**config.mk**
```make
export PLATFORM = sky130hd
export DESIGN_NAME = fvh_pattern_source
export DESIGN_NICKNAME = d
export VERILOG_FILES = /design/src/rtl/fvh_pattern_source.sv
export SDC_FILE = /design/constraint.sdc
export NUM_CORES = 1
export LEC_CHECK = 0
export BUFFER_PORTS_ARGS = -buffer_cell sky130_fd_sc_hd__buf_2
export CORE_ASPECT_RATIO = 1.2
export CORE_MARGIN = 10
export CORE_UTILIZATION = 25
export DETAILED_ROUTE_END_ITERATION = 7
export GPL_TIMING_DRIVEN = 1
export SLEW_MARGIN = 20
export SYNTH_ARGS = -nofsm -noshare
export SYNTH_HDL_FRONTEND = slang
export SYNTH_SLANG_ARGS = --single-unit
```
**constraint.sdc**
```tcl
create_clock -name clk -period 1.9 [get_ports clk]
set_input_delay 0.475 -clock clk [delete_from_list [all_inputs] [get_ports clk]]
set_output_delay 0.475 -clock clk [all_outputs]
set_load 0.02 [all_outputs]
```
**src/rtl/fvh_pattern_source.sv**
```systemverilog
// Synthetic interlaced video source: emits the {fvh, dv, data} stream of the 656 decoder
// with a horizontal ramp, a single bright "laser" column, or a solid level.
module fvh_pattern_source #(
  parameter int H_ACTIVE = 720,
  parameter int H_BLANK  = 138,
  parameter int V_ACTIVE = 243,
  parameter int V_BLANK  = 19,
  parameter int DV_DIV   = 2
) (
  input  logic       clk,
  input  logic       reset_n,
  input  logic       enable,
  input  logic [1:0] mode,
  input  logic [9:0] laser_col,
  input  logic [7:0] level,
  output logic [2:0] fvh_out,
  output logic       dv_out,
  output logic [7:0] dout,
  output logic       field_start
);

  localparam int H_TOTAL = H_ACTIVE + H_BLANK;
  localparam int V_TOTAL = V_ACTIVE + V_BLANK;
  localparam int HW      = (H_TOTAL > 1) ? $clog2(H_TOTAL) : 1;
  localparam int VW      = (V_TOTAL > 1) ? $clog2(V_TOTAL) : 1;
  localparam int TW      = (DV_DIV > 1) ? $clog2(DV_DIV) : 1;

  localparam logic [7:0] BLACK  = 8'h10;
  localparam logic [7:0] BRIGHT = 8'hFF;
  localparam logic [7:0] DIM    = 8'h20;

  // Handshake: dv_out is a one-clk strobe; fvh_out/dout are valid while dv_out=1 and
  // hold their value until the next strobe. There is no backpressure.

  typedef enum logic {
    IDLE = 1'b0,
    RUN  = 1'b1
  } state_t;

  state_t state, state_next;

  logic [TW-1:0] tick_cnt;
  logic [HW-1:0] hcnt;
  logic [VW-1:0] vcnt;
  logic          field;

  logic [1:0]    mode_q;
  logic [9:0]    laser_col_q;
  logic [7:0]    level_q;

  logic          tick;
  logic          h_last;
  logic          v_last;
  logic          field_end;
  logic          load_cfg;
  logic          h_blank;
  logic          v_blank;
  logic [15:0]   hcnt_w;
  logic [7:0]    pixel;

  always_comb begin
    tick      = (state == RUN) && (tick_cnt == TW'(DV_DIV - 1));
    h_last    = (hcnt == HW'(H_TOTAL - 1));
    v_last    = (vcnt == VW'(V_TOTAL - 1));
    field_end = tick && h_last && v_last;
    // Config is captured on IDLE->RUN and again at every field boundary,
    // so a field is always drawn with one consistent pattern.
    load_cfg  = ((state == IDLE) && enable) || field_end;
    h_blank   = (hcnt >= HW'(H_ACTIVE));
    v_blank   = (vcnt >= VW'(V_ACTIVE));
    hcnt_w    = 16'(hcnt);
  end

  // State register
  always_ff @(posedge clk) begin
    if (!reset_n) begin
      state <= IDLE;
    end else begin
      state <= state_next;
    end
  end

  // Next-state: stopping is only allowed once the current field is complete
  always_comb begin
    state_next = state;
    case (state)
      IDLE: begin
        if (enable) begin
          state_next = RUN;
        end
      end
      RUN: begin
        if (field_end && !enable) begin
          state_next = IDLE;
        end
      end
      default: state_next = IDLE;
    endcase
  end

  // Sample-rate divider and raster counters
  always_ff @(posedge clk) begin
    if (!reset_n) begin
      tick_cnt <= '0;
      hcnt     <= '0;
      vcnt     <= '0;
      field    <= 1'b0;
    end else begin
      if (state == RUN) begin
        tick_cnt <= tick ? '0 : tick_cnt + TW'(1);
      end else begin
        tick_cnt <= '0;
      end
      if (tick) begin
        if (h_last) begin
          hcnt <= '0;
          if (v_last) begin
            vcnt  <= '0;
            field <= ~field;
          end else begin
            vcnt <= vcnt + VW'(1);
          end
        end else begin
          hcnt <= hcnt + HW'(1);
        end
      end
    end
  end

  // Shadowed pattern configuration
  always_ff @(posedge clk) begin
    if (!reset_n) begin
      mode_q      <= 2'd0;
      laser_col_q <= 10'd0;
      level_q     <= 8'd0;
    end else if (load_cfg) begin
      mode_q      <= mode;
      laser_col_q <= laser_col;
      level_q     <= level;
    end
  end

  // Pattern generator for the sample at (hcnt, vcnt)
  always_comb begin
    pixel = BLACK;
    if (!h_blank && !v_blank) begin
      case (mode_q)
        2'd0:    pixel = hcnt_w[7:0];
        2'd1:    pixel = (hcnt_w == 16'(laser_col_q)) ? BRIGHT : DIM;
        default: pixel = level_q;
      endcase
    end
  end

  // Registered outputs: one clk from tick to strobe
  always_ff @(posedge clk) begin
    if (!reset_n) begin
      fvh_out     <= 3'b011;
      dv_out      <= 1'b0;
      dout        <= BLACK;
      field_start <= 1'b0;
    end else if (state == RUN) begin
      dv_out      <= tick;
      field_start <= tick && (hcnt == '0) && (vcnt == '0);
      if (tick) begin
        fvh_out <= {field, v_blank, h_blank};
        dout    <= pixel;
      end
    end else begin
      fvh_out     <= {field, 2'b11};
      dv_out      <= 1'b0;
      dout        <= BLACK;
      field_start <= 1'b0;
    end
  end

endmodule

```
Word level (Yosys, flattened, before mapping)
Cells that the tools add are included.

storage, ports and cells
  flip-flop bits (word level) = 55
  output and inout port bits = 13

cells by class
  add/sub/neg operators = 3
  $lt $le $gt $ge = 2
  equality and inequality tests = 5
  muxes and demuxes = 10
  bitwise operators = 3
  reductions and logical operators = 19

operator list
  kind                     count
  $mux W8                  2
  $pmux W8 S2              1
  $add A10 B1 Y10 const B  1
  $eq A10 B10 Y1           1
  $eq A10 B10 Y1 const B   1
  $ge A10 B10 Y1 const B   1
  $logic_not A10 Y1        1
  $mux W10                 1
  $add A9 B1 Y9 const B    1
  $eq A9 B9 Y1 const B     1
  $ge A9 B8 Y1 const B     1
  $logic_not A9 Y1         1
  $mux W9                  1
  $logic_and A1 B1 Y1      8
  $mux W3                  2
  $reduce_and A2 Y1        2
  $logic_not A1 Y1         3
  $not A1 Y1               3
  $reduce_and A3 Y1        1
  $reduce_or A3 Y1         1
  $eq A2 B1 Y1 const B     1
  $logic_not A2 Y1         1
  $mux W1                  2
  $ne A2 B1 Y1 const B     1
  3 further kinds          3

Logic depth before layout (Yosys ltp)
  depth after elaboration = 6
  depth in mapped cells = 7
  mapped depth without buffers = 6

Least setup slack after synthesis
OpenSTA, ideal clock, no wires.

  path kind = register -> register
  start point = register hcnt[1]
  end point = register vcnt[5]
  library setup time = 0.072 ns
  arrival time = 1.610 ns
  required time = 1.828 ns
  path slack = 0.218 ns
  stages on the path, launching flop included = 7
  path buffers = 0
  period minus slack after synthesis = 1.682 ns
  path through = dfxtp_1 -> inv_1 -> ha_1 -> and4_1 -> nand4_2 -> or4_1 -> a21oi_1

on the way
  longest elaborated chain between the ends = 2

ends and longest elaborated chain
  element                      RTL line  RTL
  from (decl)                  43        logic [HW-1:0] hcnt;
  from (signal assigned)       124       hcnt <= hcnt + HW'(1);
  $eq A10 B10 Y1               63        h_last = (hcnt == HW'(H_TOTAL - 1));
  $reduce_and A2 Y1 (no line)  --
  to (signal assigned)         121       vcnt <= vcnt + VW'(1);
  to (decl)                    44        logic [VW-1:0] vcnt;

Every way passes these cells.
A chain may end at the register's enable or synchronous reset.

Final worst setup path
Ends and elaborated chain as after synthesis.

==> flow_metrics.env <==
export IMPL_outcome="complete, no violations"
export IMPL_post_dp_hpwl_mm=5.286
export IMPL_min_from="level[0]"
export IMPL_dieWidth_um=115.9
export IMPL_grt_max_degree=42
export IMPL_hold_class="in2reg"
export IMPL_synth_area_leader_cell="dfxtp_1"
export IMPL_clock_sinks=55
export IMPL_dr_total_vias=2331
export IMPL_dieArea_um2=15660
export IMPL_routed_wl_mm=6.774
export IMPL_gp_congestion=0.8131
export IMPL_layout_cells_non_filler=492
export IMPL_hold_ws_ns=0.4142
export IMPL_synth_nets=352
export IMPL_tightest_slew_ns=0.4328
export IMPL_cp_startpoint="hcnt[1]$_SDFFE_PN0N_"
export IMPL_cts_tree="yes"
export IMPL_crit_arrival_ns=2.04
export IMPL_slowest_delay_ns=0.56
export IMPL_grt_antenna_before_repair=0
export IMPL_max_vdd_ir_drop_mv=0.4289
export IMPL_path_max_fanout=6
export IMPL_crit_path_top_delay_cell="or4_1"
export IMPL_grt_overflow=0
export IMPL_ioPinCount=36
export IMPL_synth_async_reset_ratio_pct=0
export IMPL_finalSetupTns_ns=0
export IMPL_cts_setup_buffers=0
export IMPL_clock_fmax_mhz=553.1
export IMPL_final_area_um2=3316
export IMPL_synth_edf_count=0
export IMPL_layout_setup_ws_ns=0.09209
export IMPL_clock_latency_ns=0.29
export IMPL_skew_ns=0.005952
export IMPL_syn_to_final_growth_pct=20.13
export IMPL_layout_common_cells="nand2_1 (64), dfxtp_1 (54), buf_2 (35)"
export IMPL_cts_made_buffers=5
export IMPL_grt_pass1_vias=2371
export IMPL_synthFlopType="dfxtp_1"
export IMPL_crit_path_end_kind="flop"
export IMPL_path_cells="inv_1, ha_2, and4_4, nand4_4, or4_1, a21oi_2"
export IMPL_netlist_instances=323
export IMPL_layout_commonest_cell="nand2_1"
export IMPL_post_route_period_util_pct=95.15
export IMPL_ys_ff_latch=55
export IMPL_yosys_area_top_type_share_pct=39.89
export IMPL_r2r_start="hcnt[1]$_SDFFE_PN0N_"
export IMPL_grt_usage_pct=9.056
export IMPL_post_place_ws_ns=0.1013
export IMPL_first_pass_iters=4
export IMPL_synth_area_top_cells="dfxtp_1 (40%), nand2_1 (8.7%), mux2i_1 (7.6%), xor2_1 (4.4%), nor2_1 (2.9%)"
export IMPL_grt_pass1_wl_mm=11.60
export IMPL_relSlewSlack_pct=71.15
export IMPL_fillers=1131
export IMPL_drtIter0Drc=109
export IMPL_cts_root_buf="clkbuf_16"
export IMPL_finalHoldViolCount=0
export IMPL_start_util_pct=25.87
export IMPL_clockBufferDepth=2
export IMPL_avgSynthCellArea_um2=8.545
export IMPL_cts_reportedPaths_clkPinSlew_ns=0.07
export IMPL_setup_worst_path_class="reg2reg"
export IMPL_fin_util_pct=31.07
export IMPL_layout_nets=392
export IMPL_core_area_um2=10670
export IMPL_die_h_um=135.1
export IMPL_powerDensity_nw_per_um2=695.7
export IMPL_fp_row_count=41
export IMPL_diodes=0
export IMPL_via_per_inst=4.738
export IMPL_antenna_left=0
export IMPL_totalPowerFinal_mw=2.307
export IMPL_io_buffers=35
export IMPL_place_area_um2=3147
export IMPL_critical_path_startpoint_type="flop"
export IMPL_route_detailed_drc=0
export IMPL_yosysWarnings=0
export IMPL_synth_area_um2=2760
export IMPL_leakage_nw=1.391
export IMPL_worst_ep_required_time_ns=2.13
export IMPL_setup_viol=0
export IMPL_fin_crit_ns=1.808
export IMPL_synth_cell_types=42
export IMPL_maxSlewViolCount=0
export IMPL_synth_seq_area_share_pct=39.89
export IMPL_dp_cells=485
export IMPL_drive_above_1_share_pct=20.39
export IMPL_wl_per_cell_um=13.77
export IMPL_cts_max_level=2
export IMPL_drv_cap=0
[registers in the layout, summed over array words and instances, names as in the netlist]
name	flops
hcnt	10
mode_q	2
tick_cnt	1
dv_out	1
level_q	8
laser_col_q	10
state	1
dout	8
field	1
field_start	1
fvh_out	3
vcnt	9
[synth_stat cells (8+ instances only)]
master and number:
nand2_1 64, clkbuf_1 11, o21ai_0 12, nand3_1 8, dfxtp_1 55, nand4_1 9, xnor2_1 9, buf_2 9
mux2i_1 21, nor2_1 21, xor2_1 14
[where the power goes]
group          leakage (nW)  switching (mW)  internal [mW]
sequential            0.448          0.0238           1.19
clock                0.0727           0.397          0.515
combinational         0.871           0.101         0.0834
[final timing paths]
path	slack [ns]	cells past startpoint	to
max	0.09	6	vcnt[5]$_SDFFE_PN0P_
min	0.41	3	level_q[0]$_SDFFE_PN0P_
max reg2reg	0.09	6	vcnt[5]$_SDFFE_PN0P_
min reg2reg	0.45	2	dout[5]$_SDFFE_PN0N_
[kinds of logic (layout without fill, tap and decap cells)]
| kind of cell | Yosys count | in the layout | synth area share [%] |
|---|---|---|---|
| AND/OR/NAND/NOR | 145 | 145 | 26.61 |
| flip-flops | 55 | 55 | 39.89 |
| AO/OA/AOI/OAI | 43 | 43 | 10.56 |
| buffers and inverters | 30 | 70 | 5.304 |
| XOR/XNOR | 23 | 23 | 7.299 |
| multiplexers | 21 | 21 | 7.616 |
| adder cells (fa/ha/maj) | 6 | 6 | 2.720 |
[what timing repair did]
action / 4_1_cts / 5_1_grt
hold buffers: 0 / 0
endpoints found under the setup margin: 0 / 28
gates resized for setup: 0 / 6
[area by class of cell]
class / instances / area, um2 / share of cell area, %
clock buffer: 6 / 138.9 / 4.189
inverter: 7 / 26.28 / 0.7925
timing repair buffer: 56 / 345.3 / 10.42
sequential: 55 / 1102 / 33.25
multi-input combinational: 238 / 1536 / 46.34
tap: 129 / 161.4 / 4.868
clock inverter: 1 / 5.005 / 0.1509
[metal layers]
| layer | up-vias | part of all wire [%] | GRT usage [%] |
|---|---|---|---|
| met1 | 1088 | 42 | 9.806 |
| li1 | 1199 | - | - |
| met5 | - | 0 | 0 |
| met3 | 6 | 3.3 | 1.906 |
| met2 | 38 | 54 | 16.65 |
| met4 | 0 | 0.84 | 3.482 |
[worst max-delay path: cells and delay by family (launching register included)]
kind	cells	cell delay (ns)
simple gates	3	0.95
flops	1	0.36
fa+ha+maj	1	0.20
buf+inv	1	0.12
compound gates	1	0.14
Note: power is estimated with default switching activity, not from simulation.
